### src/rtl/cache_cmu_pkg.sv
`default_nettype none
// ============================================================================
//  Module   : cache_cmu_pkg
//  Brief    : Address field widths, FSM state encoding and width codes shared
//             by the cache management unit.
//  Revision : 1.0  initial release
// ============================================================================
package cache_cmu_pkg;

    localparam int C_ADDR_BITS        = 32;
    localparam int C_TAG_BITS         = 23;
    localparam int C_SET_INDEX_WIDTH  = 5;
    localparam int C_LINE_WORDS       = 4;
    localparam int C_LINE_WORDS_WIDTH = 2;
    localparam int C_BYTE_OFF_BITS    = 2;

    localparam logic [2:0] C_WIDTH_WORD = 3'b010;

    typedef enum logic [1:0] {
        S_IDLE = 2'd0,
        S_BACK = 2'd1,
        S_FILL = 2'd2,
        S_WAIT = 2'd3
    } state_t;

endpackage
`default_nettype wire

### src/rtl/cmu_line_seq.sv
`default_nettype none
// ============================================================================
//  Module   : cmu_line_seq
//  Brief    : Word counter with last-word detect for line write-back and fill.
//  Revision : 1.0  initial release
// ============================================================================
module cmu_line_seq #(
    parameter int LINE_WORDS = 4,
    parameter int CNT_WIDTH  = 2
)(
    input  logic                 clk,
    input  logic                 rst,
    input  logic                 clr,
    input  logic                 inc,
    output logic [CNT_WIDTH-1:0] cnt,
    output logic                 last
);

    always_ff @(posedge clk) begin
        if (rst || clr) begin
            cnt <= '0;
        end else if (inc) begin
            // Wraps to zero on the final word, which coincides with the state change
            cnt <= cnt + CNT_WIDTH'(1);
        end
    end

    assign last = (cnt == CNT_WIDTH'(LINE_WORDS - 1));

endmodule
`default_nettype wire

### src/rtl/cache_cmu.sv
`default_nettype none
// ============================================================================
//  Module   : cache_cmu
//  Brief    : Write-back / write-allocate controller for a 2-way cache array.
//             Optional hit/miss statistics counters under macro CMU_STAT_EN.
//  Revision : 1.0  initial release
// ============================================================================
module cache_cmu
    import cache_cmu_pkg::*;
#(
    parameter int ADDR_BITS        = C_ADDR_BITS,
    parameter int TAG_BITS         = C_TAG_BITS,
    parameter int SET_INDEX_WIDTH  = C_SET_INDEX_WIDTH,
    parameter int LINE_WORDS       = C_LINE_WORDS,
    parameter int LINE_WORDS_WIDTH = C_LINE_WORDS_WIDTH
)(
    input  logic                 clk,
    input  logic                 rst,
    input  logic [ADDR_BITS-1:0] addr_rw,
    input  logic                 en_r,
    input  logic                 en_w,
    input  logic [2:0]           u_b_h_w,
    input  logic [31:0]          data_w,
    output logic [31:0]          data_r,
    output logic                 stall,
    output logic [ADDR_BITS-1:0] cache_addr,
    output logic                 cache_load,
    output logic                 cache_store,
    output logic                 cache_replace,
    output logic                 cache_invalid,
    output logic [2:0]           cache_u_b_h_w,
    output logic [31:0]          cache_din,
    input  logic                 cache_hit,
    input  logic                 cache_valid,
    input  logic                 cache_dirty,
    input  logic [TAG_BITS-1:0]  cache_tag,
    input  logic [31:0]          cache_dout,
    output logic                 mem_cs_o,
    output logic                 mem_we_o,
    output logic [ADDR_BITS-1:0] mem_addr_o,
    output logic [31:0]          mem_data_o,
    input  logic [31:0]          mem_data_i,
    input  logic                 mem_ack_i
`ifdef CMU_STAT_EN
    ,
    output logic [31:0]          hit_cnt,
    output logic [31:0]          miss_cnt
`endif
);

    localparam int TAG_LSB = ADDR_BITS - TAG_BITS;
    localparam int IDX_LSB = TAG_LSB - SET_INDEX_WIDTH;
    localparam logic [C_BYTE_OFF_BITS-1:0] C_BYTE_ZERO = '0;

    state_t                      r_state, w_next;
    logic [TAG_BITS-1:0]         r_req_tag, r_victim_tag;
    logic [SET_INDEX_WIDTH-1:0]  r_req_idx;
    logic [LINE_WORDS_WIDTH-1:0] w_cnt;
    logic                        w_last, w_cnt_clr, w_cnt_inc, w_latch, w_req;
    logic [ADDR_BITS-1:0]        w_fill_addr, w_back_addr;

    assign w_req         = en_r | en_w;
    assign w_fill_addr   = {r_req_tag,    r_req_idx, w_cnt, C_BYTE_ZERO};
    assign w_back_addr   = {r_victim_tag, r_req_idx, w_cnt, C_BYTE_ZERO};
    assign cache_invalid = 1'b0;

    cmu_line_seq #(
        .LINE_WORDS (LINE_WORDS),
        .CNT_WIDTH  (LINE_WORDS_WIDTH)
    ) u_line_seq (
        .clk  (clk),
        .rst  (rst),
        .clr  (w_cnt_clr),
        .inc  (w_cnt_inc),
        .cnt  (w_cnt),
        .last (w_last)
    );

    always_ff @(posedge clk) begin
        if (rst) begin
            r_state      <= S_IDLE;
            r_req_tag    <= '0;
            r_req_idx    <= '0;
            r_victim_tag <= '0;
        end else begin
            r_state <= w_next;
            if (w_latch) begin
                r_req_tag    <= addr_rw[ADDR_BITS-1:TAG_LSB];
                r_req_idx    <= addr_rw[TAG_LSB-1:IDX_LSB];
                r_victim_tag <= cache_tag;
            end
        end
    end

    // Array address kept apart from the status-dependent logic: hit/dout are
    // functions of cache_addr, so this block must not read them.
    always_comb begin
        cache_addr    = '0;
        cache_u_b_h_w = '0;
        case (r_state)
            S_IDLE: begin
                if (w_req) begin
                    cache_addr    = addr_rw;
                    cache_u_b_h_w = u_b_h_w;
                end
            end
            S_BACK, S_FILL: begin
                cache_addr    = w_fill_addr;
                cache_u_b_h_w = C_WIDTH_WORD;
            end
            default: ;
        endcase
    end

    always_comb begin
        w_next        = r_state;
        w_cnt_clr     = 1'b0;
        w_cnt_inc     = 1'b0;
        w_latch       = 1'b0;
        stall         = 1'b0;
        data_r        = '0;
        cache_load    = 1'b0;
        cache_store   = 1'b0;
        cache_replace = 1'b0;
        cache_din     = '0;
        mem_cs_o      = 1'b0;
        mem_we_o      = 1'b0;
        mem_addr_o    = '0;
        mem_data_o    = '0;
        case (r_state)
            S_IDLE: begin
                if (w_req) begin
                    if (cache_hit) begin
                        if (en_w) begin
                            cache_store = 1'b1;
                            cache_din   = data_w;
                        end else begin
                            cache_load = 1'b1;
                            data_r     = cache_dout;
                        end
                    end else begin
                        stall     = 1'b1;
                        w_latch   = 1'b1;
                        w_cnt_clr = 1'b1;
                        w_next    = (cache_valid && cache_dirty) ? S_BACK : S_FILL;
                    end
                end
            end
            S_BACK: begin
                // Array still misses on the request tag, so dout is the victim word
                stall      = 1'b1;
                mem_cs_o   = 1'b1;
                mem_we_o   = 1'b1;
                mem_addr_o = w_back_addr;
                mem_data_o = cache_dout;
                if (mem_ack_i) begin
                    w_cnt_inc = 1'b1;
                    if (w_last) begin
                        w_next = S_FILL;
                    end
                end
            end
            S_FILL: begin
                stall      = 1'b1;
                mem_cs_o   = 1'b1;
                mem_addr_o = w_fill_addr;
                if (mem_ack_i) begin
                    cache_replace = 1'b1;
                    cache_din     = mem_data_i;
                    w_cnt_inc     = 1'b1;
                    if (w_last) begin
                        w_next = S_WAIT;
                    end
                end
            end
            S_WAIT: begin
                stall  = 1'b1;
                w_next = S_IDLE;
            end
            default: w_next = S_IDLE;
        endcase
    end

`ifdef CMU_STAT_EN
    logic r_retry;
    logic w_hit_done;

    // The first idle cycle after a refill is the retry of the missed request
    assign w_hit_done = (r_state == S_IDLE) && w_req && cache_hit && !r_retry;

    always_ff @(posedge clk) begin
        if (rst) begin
            r_retry  <= 1'b0;
            hit_cnt  <= '0;
            miss_cnt <= '0;
        end else begin
            r_retry <= (r_state == S_WAIT);
            if (w_hit_done && (hit_cnt != 32'hFFFF_FFFF)) begin
                hit_cnt <= hit_cnt + 32'd1;
            end
            if (w_latch && (miss_cnt != 32'hFFFF_FFFF)) begin
                miss_cnt <= miss_cnt + 32'd1;
            end
        end
    end
`endif

endmodule
`default_nettype wire

### config.mk
export PLATFORM = sky130hd
export DESIGN_NAME = cache_cmu
export DESIGN_NICKNAME = d
export VERILOG_FILES = /design/src/rtl/cache_cmu_pkg.sv /design/src/rtl/cmu_line_seq.sv /design/src/rtl/cache_cmu.sv
export SDC_FILE = /design/constraint.sdc
export NUM_CORES = 1
export LEC_CHECK = 0
export ABC_AREA = 0
export ABC_CLOCK_PERIOD_IN_PS = 3050
export BUFFER_PORTS_ARGS = -buffer_cell sky130_fd_sc_hd__buf_2
export CAP_MARGIN = 20
export CORE_AREA = 2 2 128 130
export DETAILED_ROUTE_END_ITERATION = 16
export DIE_AREA = 0 0 130 132
export GPL_ROUTABILITY_DRIVEN = 0
export PLACE_DENSITY = 0.53
export RECOVER_POWER = 50
export SLEW_MARGIN = 20
export SYNTH_ARGS = -nofsm -noshare
export SYNTH_HDL_FRONTEND = slang
export SYNTH_HIERARCHICAL = 1
export SYNTH_SLANG_ARGS = --single-unit
### constraint.sdc
create_clock -name clk -period 3.05 [get_ports clk]
set_input_delay 0.1525 -clock clk [delete_from_list [all_inputs] [get_ports clk]]
set_output_delay 0.1525 -clock clk [all_outputs]
set_load 0.01 [all_outputs]
# Yosys cells after proc, flatten, opt, wreduce, memory -nomap -nowiden
# Index checks and enable logic that the tools add are counted.
[word_totals]
regBits = 55
latchBits = 0
mem_bits_rw = 0
mem_bits_ro = 0
in_bits = 162
output_inout_bits = 170
elab_cells = 63
memories = 0
[op_classes]
addsub = 1
multipliers = 0
div_mod_pow = 0
magnitude_cmp = 0
eq_ne = 10
shifts = 0
mux = 40
bitwise = 1
reduce_logical = 6
[op_table]
columns = ["cell", "count"]
rows = [
  ["two-way mux 32 bit", 10],
  ["case mux 32 bit (2 select lines)", 3],
  ["two-way mux 1 bit", 16],
  ["two-way mux 2 bit", 7],
  ["!= test 2 bit (second input constant)", 4],
  ["case mux 2 bit (4 select lines)", 1],
  ["equality test 2 bit (second input constant)", 3],
  ["case mux 3 bit (2 select lines)", 1],
  ["AND reduction 6 bit", 1],
  ["!= test 2 x 1 -> 1 bit (second input constant)", 2],
  ["two-way mux 3 bit", 1],
  ["OR reduction 3 bit", 1],
  ["adder 2 x 1 -> 2 bit (second input constant)", 1],
  ["equality test 2 x 1 -> 1 bit (second input constant)", 1],
  ["logical NOT 2 bit", 1],
  ["case mux 1 bit (2 select lines)", 1],
  ["OR reduction 2 bit", 1],
  ["logical AND 1 bit", 1],
  ["logical OR 1 bit", 1],
  ["bitwise OR 1 bit", 1],
]

# Depth between registers and ports, before layout
# Gate-level depths: netlist of the first run.
[logic_depth]
word_depth = 5
ltp_mapped = 7
mapped_depth_nobuf = 5

# Modules after synthesis
# The synthesis of the first run kept the hierarchy.
[by_module_without_submodules]
columns = ["module", "n_inst", "cells_per_inst", "area_per_inst_um2", "seq_area_each_um2"]
rows = [
  ["cache_cmu", 1, 495, 3711.1, 1061.0],
  ["cmu_line_seq", 1, 7, 91.3, 40.0],
]

# Least setup slack after synthesis of the first run
# No wires, ideal clock.
[synth_path]
kind = "flip-flop to flip-flop"
from = "register r_state[0]"
to = "register u_line_seq.cnt[1]"
setup_time_ns = 0.122
arrival_time_ns = 1.666
required_ns = 2.928
setup_slack_ns = 1.262
path_stages_with_launch = 8
path_buffers = 2
synth_period_minus_slack_ns = 1.788
path_cell_list = "dfxtp_1 > inv_1 > ha_1 > buf_2 > clkbuf_1 > and2_1 > mux2i_1 > nor3_2"
[synth_via]
elab_chain_len = 3
word_cells_on_any_way = 7
cone_classes = "2 x eq/ne; 2 x mux; 3 x reduce/logical"
[synth_rtl]
columns = ["item", "line_no", "text"]
rows = [
  ["start, declared", "cache_cmu.sv:55", "state_t r_state, w_next;"],
  ["start signal, assigned", "cache_cmu.sv:86", "r_state <= w_next;"],
  ["equality test 2 bit / equality test 2 x 1 -> 1 bit (equally long branches)", "cache_cmu.sv:130", "case (r_state)"],
  ["OR reduction 2 bit (no source line) *", "-", ""],
  ["two-way mux 1 bit *", "-", ""],
  ["net w_cnt_inc", "cache_cmu.sv:59", "logic w_last, w_cnt_clr, w_cnt_inc, w_latch, w_req;"],
  ["end signal, assigned", "cmu_line_seq.sv:24", "cnt <= cnt + CNT_WIDTH'(1);"],
  ["end, declared", "cmu_line_seq.sv:15", "output logic [CNT_WIDTH-1:0] cnt,"],
]
# Mark *: on every way through the listed nets, which the timed path passes. The rest lies on a longest branch.
# A chain may end at the register's enable or synchronous reset.

# Final worst setup path of the first run
[layout_path]
from = "register r_state[0]"
to = "output mem_addr_o[31]"
[layout_via]
elab_chain_len = 2
word_cells_on_any_way = 3
cone_classes = "2 x eq/ne; 1 x mux"
[layout_rtl]
columns = ["item", "line_no", "text"]
rows = [
  ["equality test 2 bit / equality test 2 x 1 -> 1 bit (equally long branches)", "cache_cmu.sv:130", ""],
  ["case mux 32 bit (2 select lines) *", "cache_cmu.sv:130", ""],
  ["end, declared", "cache_cmu.sv:40", "output logic [ADDR_BITS-1:0] mem_addr_o,"],
]
# Mark *: on every way between the ends. The rest lies on a longest branch, timed or not.

==> results of run 1 <==
worst max-delay path, stage by stage (launching register included):
cell and delay [ns]:
dfxtp_1 0.38, inv_1 0.10, ha_1 0.55, and2_1 0.88, a22o_1 0.28, buf_2 0.13
how the worst min path moves through the flow:
stage | to | slack [ns]
final | r_victim_tag[2] | 0.11
after global routing | r_victim_tag[8] | 0.11
after CTS | r_victim_tag[2] | 0.10
after detailed placement | r_victim_tag[4] | 0.41
after global placement | r_victim_tag[4] | 0.41
after floorplan | u_line_seq/cnt[0] | 0.22
per-layer routing:
layer	routed length, um	GRT usage [%]	vias up
li1	-	-	2362
met1	7500	24.2	2271
met2	8620	32.6	219
met3	1390	3.45	20
met4	281	3.94	0
met5	0	0	-
layout by cell type (no fill, tap or decap):
| master | count |
|---|---|
| inv_2 | 1 |
| and2_1 | 68 |
| nand3_1 | 51 |
| nand2_1 | 5 |
| o21bai_1 | 2 |
| nor3_1 | 1 |
| o21ai_1 | 7 |
| clkbuf_2 | 1 |
| buf_12 | 1 |
| o21ai_4 | 1 |
| buf_2 | 283 |
| a22o_1 | 55 |
| and2b_1 | 1 |
| clkbuf_1 | 48 |
| nor2_1 | 36 |
| a21oi_1 | 55 |
| clkbuf_16 | 5 |
| and4b_1 | 1 |
| a2bb2oi_1 | 1 |
| conb_1 | 3 |
| and2_0 | 9 |
| a22oi_1 | 28 |
| nor2b_1 | 1 |
| nand2b_1 | 1 |
| o21ai_0 | 44 |
| o21a_4 | 1 |
| dfxtp_1 | 55 |
| ha_1 | 6 |
| mux2_2 | 1 |
| mux2i_1 | 2 |
| and3_1 | 2 |
| xnor2_1 | 1 |
| buf_4 | 9 |
| nor3_2 | 2 |
| inv_1 | 2 |
| diode_2 | 1 |
metrics by stage:
step           total power (uW)  hold slack (ns)  cells
2_1_floorplan              2050            0.223    504
5_1_grt                    3430            0.108   1007
3_3_place_gp               2720            0.409   1000
6_report                   3200            0.113   1007
4_1_cts                    3270            0.105   1006
3_5_place_dp               2710            0.413   1000
sequential cells by signal, summed over array words and instances (netlist names):
signal / count
r_victim_tag: 23
u_line_seq/cnt: 2
r_req_idx: 5
r_state: 2
r_req_tag: 23
kinds of logic after synthesis:
group           count (synthesis)
compound gates                194
fa+ha+maj                       6
other cells                     1
xor+xnor                        1
flops                          55
mux                             3
buf+inv                        64
simple gates                  178
layout make-up:
| cell class | instances | area [um2] | area share [%] |
|---|---|---|---|
| clock buffer | 6 | 129 | 2.32 |
| antenna | 1 | 2.50 | 0.0450 |
| sequential | 55 | 1100 | 19.8 |
| inverter | 3 | 11.3 | 0.202 |
| timing repair buffer | 341 | 1690 | 30.3 |
| tap | 216 | 270 | 4.86 |
| multi-input combinational | 385 | 2360 | 42.5 |
power groups by stage:
stage          clock network (uW)  logic (uW)  registers (uW)
2_1_floorplan                   0        1160             891
3_3_place_gp                    0        1790             931
3_5_place_dp                    0        1790             925
4_1_cts                       565        1790             909
5_1_grt                       594        1920             922
6_report                      542        1750             911
==> metrics.md, run 1 <==
| Metric | Value |
|---|---|
| Outcome | finished, final reports clean |
| Synth top cells by count | 77 x and2_1, 55 x a21oi_1, 55 x a22o_1, 55 x dfxtp_1, 51 x nand3_1 |
| Post-Syn Area per Cell | around 7.6 um2 |
| Peak supply drop | 0.251 mV |
| XOR/XNOR Fraction of Synth Area | less than 1% |
| Clock sinks | 55 |
| Die Area | 17,200 um2 |
| Number of nets with antenna violations after routing | 0 |
| Largest area contributor in the netlist | dfxtp_1 |
| Post-Synthesis Cells | about 500 |
| F_max | around 0.36 GHz |
| Simple-gate share of the synthesized area | 25.2% |
| RSZ-0062 raised after global routing | no |
| Port bufs | about 330 |
| CTS max path bufs | 2 |
| Adder-Cell Fraction of Synth Area | under 10% |
| DRC viols | 0 |
| Minimum clock period | 2.78 ns |
| H-Tree Level Count | 2 |
| P_leak | 0.00277 uW |
| Crit path launch | r_state[0] |
| Routed vias | about 4.9k |
| Area delta synth->final | 46.3% |
| Sw Share | 44.4% |
| Initial cell density of the core | 24.2% |
| Largest net degree at the start of global routing | 52 |
| Root buf cell | clkbuf_16 |
| Crit path capture type | primary output |
| I/O pin total | between 300 and 400 |
| Largest family of logic cells by synthesized area | compound AO/OA/AOI/OAI gates |
| FF-to-FF path depth | 6 |
| Die X | roughly 130 um |
| CP max FO | 23 |
| Core area | between 15,000 and 20,000 um2 |
| FF+latch count, synth | 55 |
| Final Setup Violations | 0 |
| Internal cell power | ~1800 uW |
| Reg2reg start | r_state[0] |
| Initial DRT Pass Iterations | 4 |
| Clk Latency, worst-skew pair | about 0.28 ns |
| Post-synth ARST share | 0% |
| Via density | around 4.8 |
| Number of setup buffers added after CTS | 0 |
| Worst slack, placed | roughly 0.61 ns |
| Period utilization | about nine tenths |
| # fillers | approximately 1.8k |
| Synth unique cells | 34 |
| Compound-cell area share of the yosys netlist | between 30% and 40% |
| Share of total power in the clock network | 16.9% |
| Post-synthesis sequential area ratio | 29.0% |
| Top area cells in the synthesized netlist | dfxtp_1 29%, a22o_1 13%, and2_1 13%, a21oi_1 7.2%, nand3_1 6.7% |
| Drt wl/cell | approximately 18 um |
| Dpl cell area | approximately 5500 um2 |
| CP arrival | approximately 2.6 ns |
| Worst-path clk slew | about 0.070 ns |
| Slew Limit Fails | 0 |
| Top cell type's share of synthesized area | between 20% and 30% |
| CTS tree | done |
| Worst Path Required | roughly 2.9 ns |
| Worst setup margin | between 0.2 and 0.3 ns |
| Post-CTS Resized | 0 |
| First-pass GRT wire length | about 25,000 um |
| DP Wirelength | 13,600 um |
| Net switching power figure | ~1400 uW |
| Drt initial violations | about 200 |
| HP Class | in2reg |
| Remaining global-route overflow | 0 |
| Fin area | roughly 5600 um2 |
| Worst relative slew slack | slightly below 7% |
| Row cnt | 46 |
| Critical Path Sink | mem_addr_o[31] |
| Worst hold start | cache_tag[2] |
| EDFF count, synth | 0 |
| Final Hold Fails | 0 |
| Top FF cell, synth | dfxtp_1 |
| Syn. warnings | 6 |
| Power Density | between 500 and 600 nW/um2 |
| Share of cells above drive strength 1 | approximately two fifths |
| Worst reg2reg setup slack | between 1 and 1.5 ns |
| Vias in the first global route | between 4k and 5k |
| WL final | 17,800 um |
| Total GRT Usage | a little under a fifth |
| Setup_tns | 0 ns |
| Post-synthesis instance area | around 3800 um2 |
| CTS Hold Buffers Added | 0 |
| Initial antenna violation count | 1 |
| Slew @ Worst Pin | between 1 and 1.5 ns |
| Post-synthesis mux area share | less than 1% |
| Post-Route Utilization | between 30 and 40% |
| Clk_skew | ~0.0024 ns |
| Fin nets | roughly 960 |
| WS Path Type | reg2out |
| Power share of the combinational group | between 50% and 60% |
| Worst R2R End | u_line_seq/cnt[1] |
| Most numerous cell in the Yosys netlist | and2_1 |
| Max-Cap Viols | 0 |
| Die span in y | between 100 and 150 um |
| Cts bufs inserted | 5 |
| Hold Path Depth | 3 |
| Worst setup SP type | flop |
| Sequential share of power | approximately 28% |
No activity file was read; power rests on OpenSTA's default activity.
==> run 2, diff against run 1 <==
--- a/config.mk
+++ b/config.mk
@@ -6,7 +6,7 @@
 export NUM_CORES = 1
 export LEC_CHECK = 0
 export ABC_AREA = 0
-export ABC_CLOCK_PERIOD_IN_PS = 3050
+export ABC_CLOCK_PERIOD_IN_PS = 3500
 export BUFFER_PORTS_ARGS = -buffer_cell sky130_fd_sc_hd__buf_2
 export CAP_MARGIN = 20
 export CORE_AREA = 2 2 128 130
==> constraint.sdc (replaced) <==
create_clock -name clk -period 3.5 [get_ports clk]
set_input_delay 0.175 -clock clk [delete_from_list [all_inputs] [get_ports clk]]
set_output_delay 0.175 -clock clk [all_outputs]
set_load 0.01 [all_outputs]
==> run 2 against run 1 <==
  * Worst hold slack better by 0.014 ns
  * Sequential share of layout area about the same
  * Final cell count grew 0.30%
  * Register-to-register slack better by 0.26 ns
  * Die area unchanged
  * Critical path depth is 1 higher
  * Utilization decreased by 0.072 points
  * Clock power decreased by 7.2%
  * Worst setup slack improved by 0.45 ns
  * Critical path type unchanged
  * Largest cell class unchanged
  * Highest routed layer unchanged
==> metrics.md, run 2 (same netlist as run 1, synthesis figures left out) <==
| Metric | Value |
|---|---|
| # fillers | 1,824 (+4.2%) |
| Number of nets with antenna violations after routing | 0 (unchanged) |
| Worst reg2reg setup slack | 1.28 ns (+0.26 ns) |
| Initial cell density of the core | 24.2% (unchanged) |
| F_max | 0.360 GHz |
| I/O pin total | 332 (unchanged) |
| Worst setup SP type | flop |
| Final Setup Violations | 0 (unchanged) |
| Clock sinks | 55 (unchanged) |
| Outcome | finished, final reports clean |
| Slew Limit Fails | 0 (unchanged) |
| Power share of the combinational group | 53.5% (-1.1 points) |
| RSZ-0062 raised after global routing | no |
| Port bufs | 328 (unchanged) |
| Post-CTS Resized | 0 (unchanged) |
| Share of total power in the clock network | 18.2% (+1.3 points) |
| Peak supply drop | 0.233 mV (-7.3%) |
| CP arrival | 2.60 ns (-0.02 ns) |
| Area delta synth->final | 46.0% |
| Dpl cell area | 5470 um2 (-0.50%) |
| Power Density | 499 nW/um2 (-13%) |
| Most frequent cells in the layout | 275 x buf_2, 66 x and2_1 |
| WL final | 17,600 um (-0.80%) |
| Total chip power | 2770 uW (-13%) |
| Fin nets | 957 (-0.21%) |
| Worst setup margin | 0.723 ns (+0.448 ns) |
| Clk_skew | 0.00863 ns (+0.00621 ns) |
| H-Tree Level Count | 2 (unchanged) |
| Root buf cell | clkbuf_16 |
| Remaining global-route overflow | 0 (unchanged) |
| WS Path Type | reg2out |
| Worst Path Required | 3.32 ns (+0.42 ns) |
| Area occupied by multi-input gates | 2360 um2 (unchanged) |
| Total GRT Usage | 18.6% (-0.19 points) |
| Worst relative slew slack | 8.91% (+2.1 points) |
| Via density | 4.79 (-0.91%) |
| CTS max path bufs | 2 (unchanged) |
| P_leak | 0.00273 uW (-1.5%) |
| Vias in the first global route | 4,536 (+1.2%) |
| Core area | 15,700 um2 (unchanged) |
| Drt wl/cell | 17.5 um (-1.1%) |
| Routed vias | 4,842 (-0.62%) |
| Sequential share of power | 28.4% (about the same) |
| Commonest non-fill, non-tap cell in the layout | buf_2 |
| Minimum clock period | 2.78 ns |
| Drt initial violations | 242 (+22%) |
| Fin area | 5550 um2 (-0.20%) |
| Regs by FF count | r_req_tag x23, r_victim_tag x23, r_req_idx x5 |
| Die X | 130 um (unchanged) |
| CTS Hold Buffers Added | 0 (unchanged) |
| Clk Latency, worst-skew pair | 0.29 ns (about the same) |
| Initial antenna violation count | 4 (+3) |
| Initial DRT Pass Iterations | 5 (+1) |
| Largest net degree at the start of global routing | 74 (+42%) |
| CP max FO | 33 (+43%) |
| Worst-path clk slew | 0.08 ns (about the same) |
| Crit path capture type | primary output |
| Reg area | 1100 um2 (unchanged) |
| Net switching power figure | 1240 uW (-13%) |
| Share of cells above drive strength 1 | 37.7% (-0.89 points) |
| Max-Cap Viols | 0 (unchanged) |
| DRC viols | 0 (unchanged) |
| Slew @ Worst Pin | 1.37 ns (-0.0319 ns) |
| Die span in y | 132 um (unchanged) |
| HP Class | in2reg |
| Die Area | 17,200 um2 (unchanged) |
| Row cnt | 46 (unchanged) |
| Internal cell power | 1530 uW (-14%) |
| Setup_tns | 0 ns (unchanged) |
| First-pass GRT wire length | 25,400 um (about the same) |
| Worst slack, placed | 1.28 ns (+0.673 ns) |
| Final Hold Fails | 0 (unchanged) |
| Period utilization | 79.3% |
| Cts bufs inserted | 5 (unchanged) |
| DP Wirelength | 13,000 um (-4.3%) |
| Number of setup buffers added after CTS | 0 (unchanged) |
| CTS tree | done |
| Sw Share | 44.8% (+0.46 points) |
[run 2: cell types whose count changed in the layout (fill, tap and decap cells not counted), sizes merged]
cell and change:
buf -8, diode +3, clkinv +1, clkbuf +6, clkinvlp +1
[run 2: metal layers]
layer	up-vias	wire, um	GRT usage, %
met2	195	8800	33.4
li1	2371	-	-
met3	6	1340	4.06
met5	-	0	0
met4	0	106	3.58
met1	2270	7400	22.8
[run 2: per-stage QoR]
step                std cells  util (%)  hold slack, ns
finish                   1010      35.3           0.126
CTS                      1006      35.7           0.124
global placement          998      34.8           0.430
detailed placement        998      34.8           0.436
global route             1009      35.3           0.138
floorplan                 504         -           0.246
[run 2: area by class of cell]
| type | count | share of cell area, % |
|---|---|---|
| repair buffers | 339 | 29.8 |
| flip-flops and latches | 55 | 19.8 |
| clock buffers | 6 | 2.32 |
| multi-input cells | 385 | 42.6 |
| well taps | 216 | 4.87 |
| diodes | 4 | 0.180 |
| clock inverters | 2 | 0.225 |
| inverters | 3 | 0.203 |
[run 2: power by group through the flow]
| stage | sequential [uW] | combinational [uW] | clock, uW |
|---|---|---|---|
| finish | 786 | 1480 | 503 |
| global route | 799 | 1630 | 535 |
| CTS | 785 | 1520 | 520 |
| detailed placement | 800 | 1510 | 0 |
| global placement | 800 | 1510 | 0 |
| floorplan | 777 | 1010 | 0 |
[run 2: worst paths after layout]
check	startpoint	endpoint	depth (start not counted)
worst max-delay path	r_state[0]	cache_din[16]	6
worst min-delay path	cache_tag[16]	r_victim_tag[16]	3
worst max register to register	r_state[0]	r_victim_tag[2]	6
worst min register to register	r_victim_tag[14]	r_victim_tag[14]	2
[run 2: worst max-delay path, stage by stage, from the launching register on]
cell and delay (ns):
dfxtp_1 0.34, inv_1 0.12, ha_1 0.26, and2_0 0.15, clkbuf_1 1.00, a22o_1 0.29, buf_2 0.15
==> run 3, diff against run 2 <==
--- a/config.mk
+++ b/config.mk
@@ -6,12 +6,12 @@
 export NUM_CORES = 1
 export LEC_CHECK = 0
 export ABC_AREA = 0
-export ABC_CLOCK_PERIOD_IN_PS = 3500
+export ABC_CLOCK_PERIOD_IN_PS = 2800
 export BUFFER_PORTS_ARGS = -buffer_cell sky130_fd_sc_hd__buf_2
 export CAP_MARGIN = 20
-export CORE_AREA = 2 2 128 130
+export CORE_AREA = 2 2 129 131
 export DETAILED_ROUTE_END_ITERATION = 16
-export DIE_AREA = 0 0 130 132
+export DIE_AREA = 0 0 131 133
 export GPL_ROUTABILITY_DRIVEN = 0
 export PLACE_DENSITY = 0.53
 export RECOVER_POWER = 50
==> constraint.sdc (replaced) <==
create_clock -name clk -period 2.8 [get_ports clk]
set_input_delay 0.14 -clock clk [delete_from_list [all_inputs] [get_ports clk]]
set_output_delay 0.14 -clock clk [all_outputs]
set_load 0.01 [all_outputs]
==> run 3 against run 2 <==
  * Register-to-register slack got worse by 0.32 ns
  * Via count decreased by 2.0%
  * Sequential share of layout area decreased by 0.33 points
  * Worst setup slack got worse by 0.35 ns
  * Design area increased by 1.7%
  * Flip-flop and latch count unchanged
  * Non-clock buffer count increased by 6
  * Clock skew decreased by 0.0036 ns
  * Largest cell class unchanged
==> metrics.md, run 3 (same netlist as run 1, synthesis figures left out) <==
| Metric | Value |
|---|---|
| Outcome | finished, final reports clean |
| WL final | 17,400 um (-1.6%) |
| Worst relative slew slack | 24.0% (+15 points) |
| Most frequent cells in the layout | 285 x buf_2, 69 x and2_1, 55 x a21oi_1, 55 x a22o_1, 55 x dfxtp_1 |
| Max-Cap Viols | 0 (unchanged) |
| Worst slack, placed | 0.628 ns (-0.650 ns) |
| Root buf cell | clkbuf_16 |
| Largest net degree at the start of global routing | 38 (-49%) |
| CP arrival | 2.28 ns (-0.32 ns) |
| Via density | 4.67 (-2.6%) |
| Worst setup SP type | flop |
| Final Setup Violations | 0 (unchanged) |
| Initial cell density of the core | 23.5% (-0.69 points) |
| Port bufs | 328 (unchanged) |
| Ant diodes | 0 (-4) |
| Post-CTS Resized | 0 (unchanged) |
| Clk Latency, worst-skew pair | 0.29 ns (about the same) |
| First-pass GRT wire length | 24,800 um (-2.4%) |
| CP max FO | 23 (-30%) |
| Drt wl/cell | 17.1 um (-2.2%) |
| F_max | 0.413 GHz |
| Core area | 16,200 um2 (+2.9%) |
| Peak supply drop | 0.278 mV (+19%) |
| I/O pin total | 332 (unchanged) |
| Initial DRT Pass Iterations | 6 (+1) |
| Cts bufs inserted | 5 (unchanged) |
| Die Area | 17,400 um2 (+1.5%) |
| CP Buf/Inv Count | 2 (-1) |
| Initial antenna violation count | 0 (-4) |
| CTS max path bufs | 2 (unchanged) |
| Period utilization | slightly below 90% |
| Slew @ Worst Pin | 1.14 ns (-0.226 ns) |
| Clk_skew | 0.00503 ns (-0.00360 ns) |
| Die span in y | 133 um (+0.76%) |
| Worst-path clk slew | 0.07 ns (about the same) |
| Die X | 131 um (+0.77%) |
| CTS tree | done |
| WS Path Type | reg2out |
| # fillers | 1,796 (-1.5%) |
| Vias in the first global route | 4,347 (-4.2%) |
| Crit-path slowest cell | and2_1 |
| Area delta synth->final | 48.4% |
| RSZ-0062 raised after global routing | no |
| Remaining global-route overflow | 0 (unchanged) |
| Worst setup margin | 0.376 ns (-0.347 ns) |
| Area occupied by multi-input gates | 2350 um2 (-0.58%) |
| Clock sinks | 55 (unchanged) |
| Number of setup buffers added after CTS | 0 (unchanged) |
| Commonest non-fill, non-tap cell in the layout | buf_2 |
| Row cnt | 47 (+2.2%) |
| DP Wirelength | 13,400 um (+3.0%) |
| P_leak | 0.00283 uW (+3.6%) |
| HP Class | in2reg |
| Setup_tns | 0 ns (unchanged) |
| Final Hold Fails | 0 (unchanged) |
| Routed vias | 4,745 (-2.0%) |
| Regs by FF count | r_req_tag x23, r_victim_tag x23, r_req_idx x5 |
| Fin nets | 963 (+0.63%) |
| CTS Hold Buffers Added | 0 (unchanged) |
| Total GRT Usage | 18.3% (-0.39 points) |
| Worst Path Required | 2.66 ns (-0.66 ns) |
| Minimum clock period | 2.42 ns |
| Crit path cell chain | inv_1, ha_1, and2_1, a22o_1, buf_2 |
| Kind of cell adding the most delay to the critical path | simple AND/OR/NAND/NOR gates |
| H-Tree Level Count | 2 (unchanged) |
| Number of nets with antenna violations after routing | 0 (unchanged) |
| Slowest Stage Delay on Critical Path | 0.79 ns (-0.21 ns) |
| Drt initial violations | 234 (-3.3%) |
| DRC viols | 0 (unchanged) |
| Power Density | 642 nW/um2 (+29%) |
| Slew Limit Fails | 0 (unchanged) |
| Worst hold slack | 0.0906 ns (-0.0357 ns) |
| Share of cells above drive strength 1 | 39.6% (+1.9 points) |
| Crit path capture type | primary output |
| Reg area | 1100 um2 (unchanged) |
-- run 3: cell types whose count changed in the layout (fill, tap and decap cells not counted), sizes merged --
cell	previous run	this run
buf	285	299
clkbuf	60	52
diode	4	0
bufinv	0	1
clkinv	1	2
clkinvlp	1	0
inv	3	2
-- run 3: path summary, 6_finish.rpt --
kind / startpoint / to / slack [ns] / cells past startpoint
max: r_state[0] / mem_addr_o[9] / 0.38 / 5
min: cache_tag[4] / r_victim_tag[4] / 0.09 / 3
max reg2reg: r_state[0] / u_line_seq/cnt[0] / 0.96 / 6
min reg2reg: r_victim_tag[4] / r_victim_tag[4] / 0.48 / 2
-- run 3: worst reg2reg max path, stage by stage (launching register included) --
cell and delay [ns]:
dfxtp_1 0.38, inv_1 0.09, ha_1 0.30, o21ai_2 0.47
buf_12 0.26, nor2_1 0.09, nor3_2 0.19
-- run 3: layout make-up --
| type | count | share of cell area (%) |
|---|---|---|
| multi-input combinational | 385 | 41.6 |
| tap | 220 | 4.88 |
| clock buffer | 6 | 2.46 |
| clock inverter | 2 | 0.621 |
| timing repair buffer | 345 | 30.7 |
| sequential | 55 | 19.5 |
| inverter | 3 | 0.200 |
-- run 3: through the flow --
| stage | area, um2 | cells | power, uW | util [%] |
|---|---|---|---|---|
| after global placement | 5540 | 1008 | 2950 | 34.2 |
| after global routing | 5640 | 1016 | 3880 | 34.9 |
| after CTS | 5710 | 1016 | 3680 | 35.3 |
| after detailed placement | 5540 | 1008 | 2940 | 34.2 |
| final | 5640 | 1016 | 3620 | 34.9 |
| after floorplan | 3810 | 504 | 2230 | - |
-- run 3: per-layer routing --
metal	track usage (%)	wire (um)	up-vias
met5	0	0	-
met4	2.96	173	0
met3	3.44	1090	14
met2	31.1	8410	169
met1	24.2	7690	2185
li1	-	-	2377
-- run 3: power breakdown --
part           switching, uW  internal [uW]  leakage, uW
sequential              92.3            901     0.000450
clock                    295            446    0.0000868
combinational           1160            725      0.00229
